File: src/rtl/cond_unit.sv
// Conditional-execution stage: NZCV flag register, Cond evaluation and write gating.
// Optional perf counters (retired/skipped) are built only when COND_PERF_CNT_EN is defined.
module cond_unit #(
   parameter int         CNT_W       = 32,
   parameter logic [3:0] RESET_FLAGS = 4'b0000
) (
   input  logic             clk,
   input  logic             reset,
   input  logic             InstrValid,
   input  logic [3:0]       Cond,
   input  logic [3:0]       ALUFlags,
   input  logic [1:0]       FlagW,
   input  logic             PCS,
   input  logic             RegW,
   input  logic             MemW,
   input  logic             NoWrite,
   input  logic             CntClr,
   output logic             PCSrc,
   output logic             RegWrite,
   output logic             MemWrite,
   output logic             CondEx,
   output logic             Undef,
   output logic             CarryIn,
   output logic [3:0]       Flags,
   output logic [CNT_W-1:0] RetiredCnt,
   output logic [CNT_W-1:0] SkippedCnt
);

   logic [3:0] flags_q;
   logic       n, z, c, v;
   logic       pass;

   assign {n, z, c, v} = flags_q;

   always_comb begin
      pass = 1'b0;
      case (Cond)
         4'b0000: pass = z;
         4'b0001: pass = ~z;
         4'b0010: pass = c;
         4'b0011: pass = ~c;
         4'b0100: pass = n;
         4'b0101: pass = ~n;
         4'b0110: pass = v;
         4'b0111: pass = ~v;
         4'b1000: pass = c & ~z;
         4'b1001: pass = ~c | z;
         4'b1010: pass = (n == v);
         4'b1011: pass = (n != v);
         4'b1100: pass = ~z & (n == v);
         4'b1101: pass = z | (n != v);
         4'b1110: pass = 1'b1;
         default: pass = 1'b0;
      endcase
   end

   assign CondEx   = InstrValid & pass;
   assign Undef    = InstrValid & (Cond == 4'b1111);
   assign PCSrc    = PCS & CondEx;
   assign RegWrite = RegW & CondEx & ~NoWrite;
   assign MemWrite = MemW & CondEx;
   assign Flags    = flags_q;
   assign CarryIn  = flags_q[1];

   // NZ and CV halves update independently; a failed condition holds both.
   always_ff @(posedge clk or negedge reset) begin
      if (!reset) begin
         flags_q <= RESET_FLAGS;
      end else if (CondEx) begin
         if (FlagW[1]) flags_q[3:2] <= ALUFlags[3:2];
         if (FlagW[0]) flags_q[1:0] <= ALUFlags[1:0];
      end
   end

`ifdef COND_PERF_CNT_EN
   logic [CNT_W-1:0] ret_q, skp_q;

   // Clear wins over the increment on the same edge.
   always_ff @(posedge clk or negedge reset) begin
      if (!reset) begin
         ret_q <= '0;
         skp_q <= '0;
      end else if (CntClr) begin
         ret_q <= '0;
         skp_q <= '0;
      end else if (InstrValid) begin
         if (CondEx) ret_q <= ret_q + CNT_W'(1);
         else        skp_q <= skp_q + CNT_W'(1);
      end
   end

   assign RetiredCnt = ret_q;
   assign SkippedCnt = skp_q;
`else
   logic unused_cntclr;
   assign unused_cntclr = CntClr;
   assign RetiredCnt    = '0;
   assign SkippedCnt    = '0;
`endif

endmodule

File: config.mk
export PLATFORM = sky130hd
export DESIGN_NAME = cond_unit
export DESIGN_NICKNAME = d
export VERILOG_FILES = /design/src/rtl/cond_unit.sv
export SDC_FILE = /design/constraint.sdc
export NUM_CORES = 1
export LEC_CHECK = 0
export ABC_AREA = 1
export BUFFER_PORTS_ARGS = -buffer_cell sky130_fd_sc_hd__buf_2
export CORE_MARGIN = 8
export CORE_UTILIZATION = 33
export DETAILED_ROUTE_END_ITERATION = 6
export PLACE_DENSITY = 0.76
export SYNTH_ARGS = -nofsm -noshare
export SYNTH_HDL_FRONTEND = slang
export SYNTH_SLANG_ARGS = --single-unit
File: constraint.sdc
create_clock -name clk -period 1.2 [get_ports clk]
set_input_delay 0.12 -clock clk [delete_from_list [all_inputs] [get_ports clk]]
set_output_delay 0.12 -clock clk [all_outputs]
set_load 0.02 [all_outputs]
==> impl_metrics.ini, run 1 <==
[outcome]
status = finished with violations
violations = setup timing

[cts]
clk_latency_ns = 0.24
htree_levels = 1
max-clock-path-buffers = 2
cts_setup_buffers = 0
clk_pin_slew_worst_paths_ns = 0.04
root_buffer = clkbuf_4
numClockSinks = 4
cts_tree = yes
numCtsBuffers = 3

[drt]
drtIter0Drc = 8
dr.pass1.iters = 4
antenna_left = 0
avgRoutedWirePerCell_um = 10.46
avgViaCountPerCell = 3.657
route.vias.total = 768
drc_errors = 0
drt_wl_total_mm = 2.196

[power]
leakagePower_nw = 0.6308
p_per_area_nw_per_um2 = 1514
p_sw_w = 0.0008382
power_report.internal_total_w = 0.0007174
ir_drop_v = 0.0008884
comb_power_share_pct = 69.8
finalPower_w = 0.001556
p_sw_share_pct = 53.88
power_frac_seq_pct = 18.5
p_clk_share_pct = 11.7

[setup_path]
worstPathCellList = inv_2 > nand2_2 > nand2_2 > nand2_2 > nand2_2 > nand2_2 > nand2_2 > nor2_4 > nand2_4 > nand2_8 > nor3_4 > buf_6
cp.required_ns = 1.08
crit_path_frequent_cell = nand2_2
slowest_delay_ns = 0.41
critPathBufInv = 2
critical_path_class = reg -> out
end_kind = output pin
critPathLaunchType = flip-flop
critPathMaxFanout = 4
crit_family = simple AND/OR/NAND/NOR gates
critPathSlowestCell = dfrtp_2
cp.arrival_ns = 1.58

[job]
drv_cap = 0

[floorplanning]
die_x_um = 69.89
std_cell_rows = 19
core_um2 = 2758
pin_count = 92
die-height_um = 69.89
start_util_pct = 34.75
die_area_um2 = 4885

[synth]
yosysWarnings = 0
synth.most_common_cell = buf_4
yosysTopAreaCell = buf_4
synth_area_um2 = 958.4
synth_edf_count = 0
ys.flop_type = dfrtp_1
async_flop_share_pct = 100.0
synth_area_leaders = buf_4, dfrtp_1, nand2_1
ys_top_cells_by_count = buf_4, nand2_1, inv_1
synth.distinct_cells = 21
syn_avg_cell_area_um2 = 6.656
synth_cells = 144
synth-seq-area-share_pct = 10.44
yosysTopAreaCellShare_pct = 50.91
synth-seq-cells = 4

[layout]
area_delta_synth_final_pct = 7.181
final_nets = 198
post_route_cells_drive_above_1_share_pct = 35.20
diodes = 0
largest_register_ffs = 4
utilization_pct = 37.25

[grt]
grt_pass1_vias = 853
grt_usage_pct = 8.420
grt_pass1_wl_mm = 3.581
grt-ovfl-total = 0
grt_antenna_before_repair = 0
grt_start_max_net_pins = 9

[timing]
rsz0062_at_grt = true
tns_ns = -2.896
setup_ws_ns = -0.5010
fin_crit_ns = 1.701
drv_slew = 0
fin_skew_ns = 0.005412
hold_ws_ns = 0.1383
final-hold-violation-count = 0
max_freq_mhz = 587.9
timing.final.crit_share_pct = 141.8
finalSetupViolCount = 8

[placed_design]
finalWeightedCongestion = 0.7593
detailed_place_hpwl_mm = 1.943
pre_cts_slack_ns = -0.2906
io_buffers = 26

[hold_path]
min_path_type = in -> reg
-- worst reg2reg max path: stages (launching register included) --
cell     delay (ns)
dfrtp_2        0.41
inv_2          0.07
nand2_2        0.06
nand2_2        0.09
nand2_2        0.07
nand2_2        0.07
nand2_2        0.05
nand2_2        0.09
nor2_4         0.04
nand2_4        0.08
buf_4          0.15
nand3_2        0.07
nand2_1        0.06
nand2_1        0.05
-- area by class of cell --
class / count / area [um^2]
Multi-Input combinational cell: 124 / 591.8
Timing Repair Buffer: 34 / 217.7
Clock buffer: 4 / 26.28
Inverter: 13 / 48.80
Fill cell: 316 / 1730
Tap cell: 31 / 38.79
Sequential cell: 4 / 103.9
-- cell usage in the layout (no fill, tap or decap), types with 5 or more instances in the layout --
master   Yosys  final
nand2_2      3      9
nor2_1       5      5
buf_4       65      7
nand3_1      8      8
buf_2        0     22
nand2_1     26     20
conb_1       1     64
inv_1        9      7
inv_2        3      5
-- power by group through the flow --
| stage | sequential [W] | combinational [W] | clock, W |
|---|---|---|---|
| 4_1_cts | 0.000292 | 0.00104 | 0.000190 |
| 3_3_place_gp | 0.000285 | 0.000969 | 0 |
| 6_report | 0.000288 | 0.00109 | 0.000182 |
| 3_5_place_dp | 0.000288 | 0.000985 | 0 |
| 2_1_floorplan | 0.000369 | 0.000727 | 0 |
| 5_1_grt | 0.000302 | 0.00118 | 0.000201 |
-- worst paths after layout --
kind,cells after the start,slack (ns),startpoint,end
worst min register to register,3,0.60,Flags[1]$_DFFE_PN0P_,Flags[1]$_DFFE_PN0P_
worst max register to register,13,-0.27,Flags[3]$_DFFE_PN0P_,Flags[3]$_DFFE_PN0P_
worst max-delay path,12,-0.50,Flags[3]$_DFFE_PN0P_,RegWrite
min in group asynchronous,2,0.22,reset,Flags[1]$_DFFE_PN0P_
worst min-delay path,3,0.14,ALUFlags[0],Flags[0]$_DFFE_PN0P_
max in group asynchronous,2,0.85,reset,Flags[3]$_DFFE_PN0P_
-- logic make-up after synthesis --
logic type | after synthesis | synth area share (%)
other | 1 | 0.3913
AO/OA/AOI/OAI | 2 | 1.044
flip-flops | 4 | 10.44
buffers and inverters | 79 | 56.53
AND/OR/NAND/NOR | 58 | 31.59
-- stage by stage --
stage / instances / area, um^2
after global routing: 210 / 1027
after CTS: 210 / 1008
after detailed placement: 205 / 935.9
final: 210 / 1027
after floorplan: 207 / 1207
after global placement: 205 / 935.9
-- per-layer routing --
metal	vias up	global-route usage (%)	share of wire [%]
met5	-	0	0
met2	53	13.81	49
met4	0	2.679	0.87
met3	2	5.226	13
li1	384	-	-
met1	329	8.653	36
-- what timing repair did --
item,4_1_cts,5_1_grt
cloned,0,0
resized for setup,12,4
endpoints found under the hold margin,4,0
hold buffers,1,0
setup endpoints to repair,8,8
pin swaps,4,2
Note: power is estimated with default switching activity, not from simulation.
==> run 2, diff against run 1 <==
- CORE_UTILIZATION: 33 -> 37
- PLACE_DENSITY: 0.76 -> 0.8
- clock period: 1.2 -> 1.85 ns (I/O delays scaled with it)
==> run 2 against run 1 <==
Net effect: the run now ends clean; global-route usage is 0.47 points higher; die area shrank 8.4%; flip-flop and latch count unchanged; critical endpoint unchanged; critical path type unchanged; worst setup slack better by 0.59 ns.
==> impl_metrics.ini, run 2 (synthesized netlist as in run 1, its figures left out) <==
[timing]
fin_skew_ns = 0.002023
drv_slew = 0
fin_crit_ns = 1.764
setup_ws_ns = 0.08583
rsz0062_at_grt = true
max_freq_mhz = 566.8
finalSetupViolCount = 0
final-hold-violation-count = 0
timing.final.crit_share_pct = 95.36
hold_ws_ns = 0.2063

[setup_path]
cp.arrival_ns = 1.58
rr_endpoint = Flags[0]$_DFFE_PN0P_
r2r_slack_ns = 0.42
crit_family = simple AND/OR/NAND/NOR gates
slowest_delay_ns = 0.40
crit_path_frequent_cell = nand2_1
critPathLaunchType = flip-flop
critPathSlowestCell = dfrtp_1
worstReg2RegStart = Flags[0]$_DFFE_PN0P_
critPathBufInv = 2
cp.required_ns = 1.66
end_kind = output pin
reg2regPathDepth = 13
critical_path_class = reg -> out
worstPathCellList = inv_1 > nand2_1 > nand2_1 > nand2_1 > nand2_1 > nand2_1 > nand2_2 > nor2_4 > nand2_4 > nand2_4 > nor3_2 > buf_4
critPathMaxFanout = 4

[layout]
diodes = 0
final_common_cell = conb_1
area_delta_synth_final_pct = 1.567
post_route_cells_drive_above_1_share_pct = 30.17
final_cell_mix = conb_1, nand2_1, buf_2, buf_4
final_nets = 199
largest_register_ffs = 4

[cts]
htree_levels = 1
max-clock-path-buffers = 2
cts_tree = yes
clk_pin_slew_worst_paths_ns = 0.04
numClockSinks = 4
numCtsBuffers = 3
root_buffer = clkbuf_4
clk_latency_ns = 0.24

[drt]
antenna_left = 0
drtIter0Drc = 20
avgRoutedWirePerCell_um = 10.22
dr.pass1.iters = 4
route.vias.total = 776
drc_errors = 0
drt_wl_total_mm = 2.135
avgViaCountPerCell = 3.713

[grt]
grt_pass1_vias = 754
grt-ovfl-total = 0
grt_start_max_net_pins = 9
grt_pass1_wl_mm = 3.167
grt_antenna_before_repair = 0
grt_usage_pct = 8.890

[outcome]
status = finished, final reports clean

[power]
ir_drop_v = 0.0005593
p_clk_share_pct = 11.4
p_sw_share_pct = 53.49
p_sw_w = 0.0005071
leakagePower_nw = 0.6348
power_report.internal_total_w = 0.0004409
comb_power_share_pct = 69.4
p_per_area_nw_per_um2 = 973.9
power_frac_seq_pct = 19.1

[floorplanning]
pin_count = 92
die_x_um = 66.90
core_um2 = 2477
start_util_pct = 38.69
die_area_um2 = 4475
std_cell_rows = 18
die-height_um = 66.90

[hold_path]
holdPathEnd = Flags[3]$_DFFE_PN0P_
min_path_type = in -> reg
hold_path_depth = 3
min_from = ALUFlags[3]

[placed_design]
io_buffers = 26
pre_cts_slack_ns = 0.2287
finalWeightedCongestion = 0.8275
detailed_place_hpwl_mm = 1.887

[job]
drv_cap = 0
[run 2: power by group through the flow]
stage,registers [W],logic (W),clock network [W]
after floorplan,0.000227,0.000462,0
after global placement,0.000188,0.000513,0
after detailed placement,0.000190,0.000521,0
after CTS,0.000180,0.000580,0.000111
after global routing,0.000189,0.000722,0.000124
final,0.000181,0.000658,0.000108
[run 2: tightest hold or removal path, cell delays in order]
cell and delay, ns:
buf_2 0.10, nand4_1 0.07, nand2_1 0.05
[run 2: routing by layer]
layer / vias to the layer above / track usage [%] / routed length, um
met4: 0 / 3.916 / 18
li1: 385 / - / -
met2: 49 / 15.41 / 1082
met1: 338 / 8.849 / 751
met5: - / 0 / 0
met3: 4 / 4.195 / 282
[run 2: per-stage QoR]
step / std cells / TNS [ns] / power [W] / area, um^2 / utilization [%]
2_1_floorplan: 207 / 0 / 0.0006894 / 1195 / -
3_3_place_gp: 197 / 0 / 0.0007011 / 869.6 / 35.10
3_5_place_dp: 197 / 0 / 0.0007114 / 869.6 / 35.10
4_1_cts: 204 / 0 / 0.0008719 / 927.1 / 37.42
5_1_grt: 209 / -0.06268 / 0.001036 / 973.4 / 39.29
6_report: 209 / 0 / 0.0009480 / 973.4 / 39.29
[run 2: area by class of cell]
type                            instances  area, um^2
Clock buffer                            3       22.52
Timing Repair Buffer                   35       207.7
Tap cell                               30       37.54
Fill cell                             299        1504
Inverter                               13       48.80
Sequential cell                         4       100.1
Multi-Input combinational cell        124       556.8
[run 2: repair_timing]
| action | CTS | global route |
|---|---|---|
| setup buffers | 3 | 5 |
| gates resized for setup | 1 | 4 |
| hold buffers | 1 | 0 |
| endpoints found under the setup margin | 1 | 4 |
| hold endpoints to repair | 4 | 0 |
[run 2: how the worst max path moves through the flow]
stage / slack (ns) / to / depth (start not counted) / startpoint
floorplan: 0.25 / RegWrite / 11 / Flags[0]$_DFFE_PN0P_
CTS: 0.03 / RegWrite / 12 / Flags[0]$_DFFE_PN0P_
finish: 0.09 / RegWrite / 12 / Flags[0]$_DFFE_PN0P_
global route: -0.05 / RegWrite / 12 / Flags[0]$_DFFE_PN0P_
global placement: 0.24 / RegWrite / 12 / Flags[0]$_DFFE_PN0P_
detailed placement: 0.23 / RegWrite / 12 / Flags[0]$_DFFE_PN0P_
==> run 3, diff against run 2 <==
- PLACE_DENSITY: 0.8 -> 0.81
- SKIP_LAST_GASP: unset -> 1
==> run 3 against run 2 <==
Net effect: global-route usage is 0.37 points lower; sequential power hardly changed; flip-flop and latch count stayed put; die area stayed put; clock power hardly changed; combinational power is 11% lower; worst setup slack worse by 0.0098 ns; total power is 7.1% lower; critical path depth stayed put; register-to-register slack hardly changed; highest routed layer unchanged.
==> impl_metrics.ini, run 3 (synthesized netlist as in run 1, its figures left out) <==
[timing]
hold_ws_ns = 0.1939
drv_slew = 0
rsz0062_at_grt = true
timing.final.crit_share_pct = 95.89
tns_ns = 0
fin_skew_ns = 0.003221
max_freq_mhz = 563.7
fin_crit_ns = 1.774
finalSetupViolCount = 0
final-hold-violation-count = 0

[placed_design]
detailed_place_hpwl_mm = 1.866
io_buffers = 26
placed_cells = 197
post_dp_cell_area_um2 = 869.6
finalWeightedCongestion = 0.7705

[cts]
cts_tree = yes
clk_latency_ns = 0.24
max-clock-path-buffers = 2
htree_levels = 1
numCtsBuffers = 3
numClockSinks = 4
clk_pin_slew_worst_paths_ns = 0.04
root_buffer = clkbuf_4

[floorplanning]
die_area_um2 = 4475
die_x_um = 66.90
start_util_pct = 38.69
pin_count = 92
die-height_um = 66.90
std_cell_rows = 18
core_um2 = 2477

[drt]
drt_wl_total_mm = 2.090
route.vias.total = 731
antenna_left = 0
avgViaCountPerCell = 3.566
dr.pass1.iters = 4
drc_errors = 0
avgRoutedWirePerCell_um = 10.20
drtIter0Drc = 15

[grt]
busiest_layer = met2
grt_antenna_before_repair = 0
gr-usage-met3_pct = 2.181
grt_pass1_wl_mm = 3.084
grt_pass1_vias = 724
grt-ovfl-total = 0
met1_usage_pct = 9.610
grt.met2_usage_pct = 14.46
grt_usage_pct = 8.517
grt_start_max_net_pins = 9

[setup_path]
critPathMaxFanout = 5
critPathSlowestCell = dfrtp_1
end_kind = output pin
critical_path_class = reg -> out
critPathLaunchType = flip-flop
slowest_delay_ns = 0.39
reg2regPathDepth = 13
cp.arrival_ns = 1.59
cp.required_ns = 1.66
crit_path_frequent_cell = nand2_1
worstPathCellList = inv_1 > nand2_1 > nand2_1 > nand2_1 > nand2_1 > nand2_1 > nand2_2 > nor2_4 > nand2_4 > nand2_4 > nor3_2 > buf_4

[layout]
largest_register_ffs = 4
area_delta_synth_final_pct = -2.350
final_common_cell = conb_1
diodes = 0
stdcell_area_um2 = 935.9
final_nets = 195
n_fill_cell = 296
utilization_pct = 37.78
final_cell_mix = conb_1, nand2_1, buf_2, inv_1, nand3_1
post_route_cells_drive_above_1_share_pct = 28.00
fin_cells = 205

[hold_path]
hold_path_depth = 3
min_path_type = in -> reg

[power]
ir_drop_v = 0.0005295
p_per_area_nw_per_um2 = 941.1
leakagePower_nw = 0.6140

[job]
drv_cap = 0

[outcome]
status = finished, final reports clean
run 3: changes by cell type in the layout (fill, tap and decap cells not counted):
cell and change:
a21oi_1 +1, a21oi_2 -1, buf_2 +2, buf_4 -6, dfrtp_1 -1, dfrtp_2 +1
inv_1 +1, inv_2 -1
run 3: worst max-delay path: cells and delay by family (launching register included):
family,cells,cell delay (ns)
buffers and inverters,2,0.24
DFF,1,0.39
and+or+nand+nor,10,0.72
run 3: what timing repair did:
action	CTS	global route
hold buffers	1	0
gates resized for setup	0	2
setup endpoints to repair	0	4
setup buffers	0	4
hold endpoints to repair	4	0
run 3: stage by stage:
stage / total power, W / worst slack [ns]
floorplan: 0.0006894 / 0.2463
detailed placement: 0.0007082 / 0.2612
finish: 0.0008808 / 0.07602
global route: 0.0009540 / -0.02309
CTS: 0.0008245 / 0.003886
global placement: 0.0006994 / 0.2828
run 3: final cells by class:
type                       count  area [um^2]  area share [%]
tap                           30        37.54           4.011
clock buffer                   3        22.52           2.406
timing repair buffer          31        172.7           18.45
inverter                      13        48.80           5.214
sequential                     4        101.3           10.83
multi-input combinational    124        553.0           59.09
run 3: layer usage:
metal  share of wire [%]  vias to the layer above
li1                    -                      375
met1                  40                      299
met2                  49                       55
met3                  11                        2
met4                0.29                        0
met5                   0                        -
run 3: final timing paths:
path / slack, ns / to / from
max: 0.08 / RegWrite / Flags[0]$_DFFE_PN0P_
min: 0.19 / Flags[1]$_DFFE_PN0P_ / ALUFlags[1]
max reg2reg: 0.43 / Flags[2]$_DFFE_PN0P_ / Flags[0]$_DFFE_PN0P_
min reg2reg: 0.53 / Flags[1]$_DFFE_PN0P_ / Flags[1]$_DFFE_PN0P_
max in group asynchronous: 1.43 / Flags[1]$_DFFE_PN0P_ / reset
min in group asynchronous: 0.29 / Flags[0]$_DFFE_PN0P_ / reset
run 3: where the power goes:
| part | internal, W | switching, W | total (W) |
|---|---|---|---|
| clock | 0.0000727 | 0.0000376 | 0.000110 |
| sequential | 0.000132 | 0.0000504 | 0.000183 |
| combinational | 0.000186 | 0.000402 | 0.000588 |
| total | 0.000391 | 0.000490 | 0.000881 |
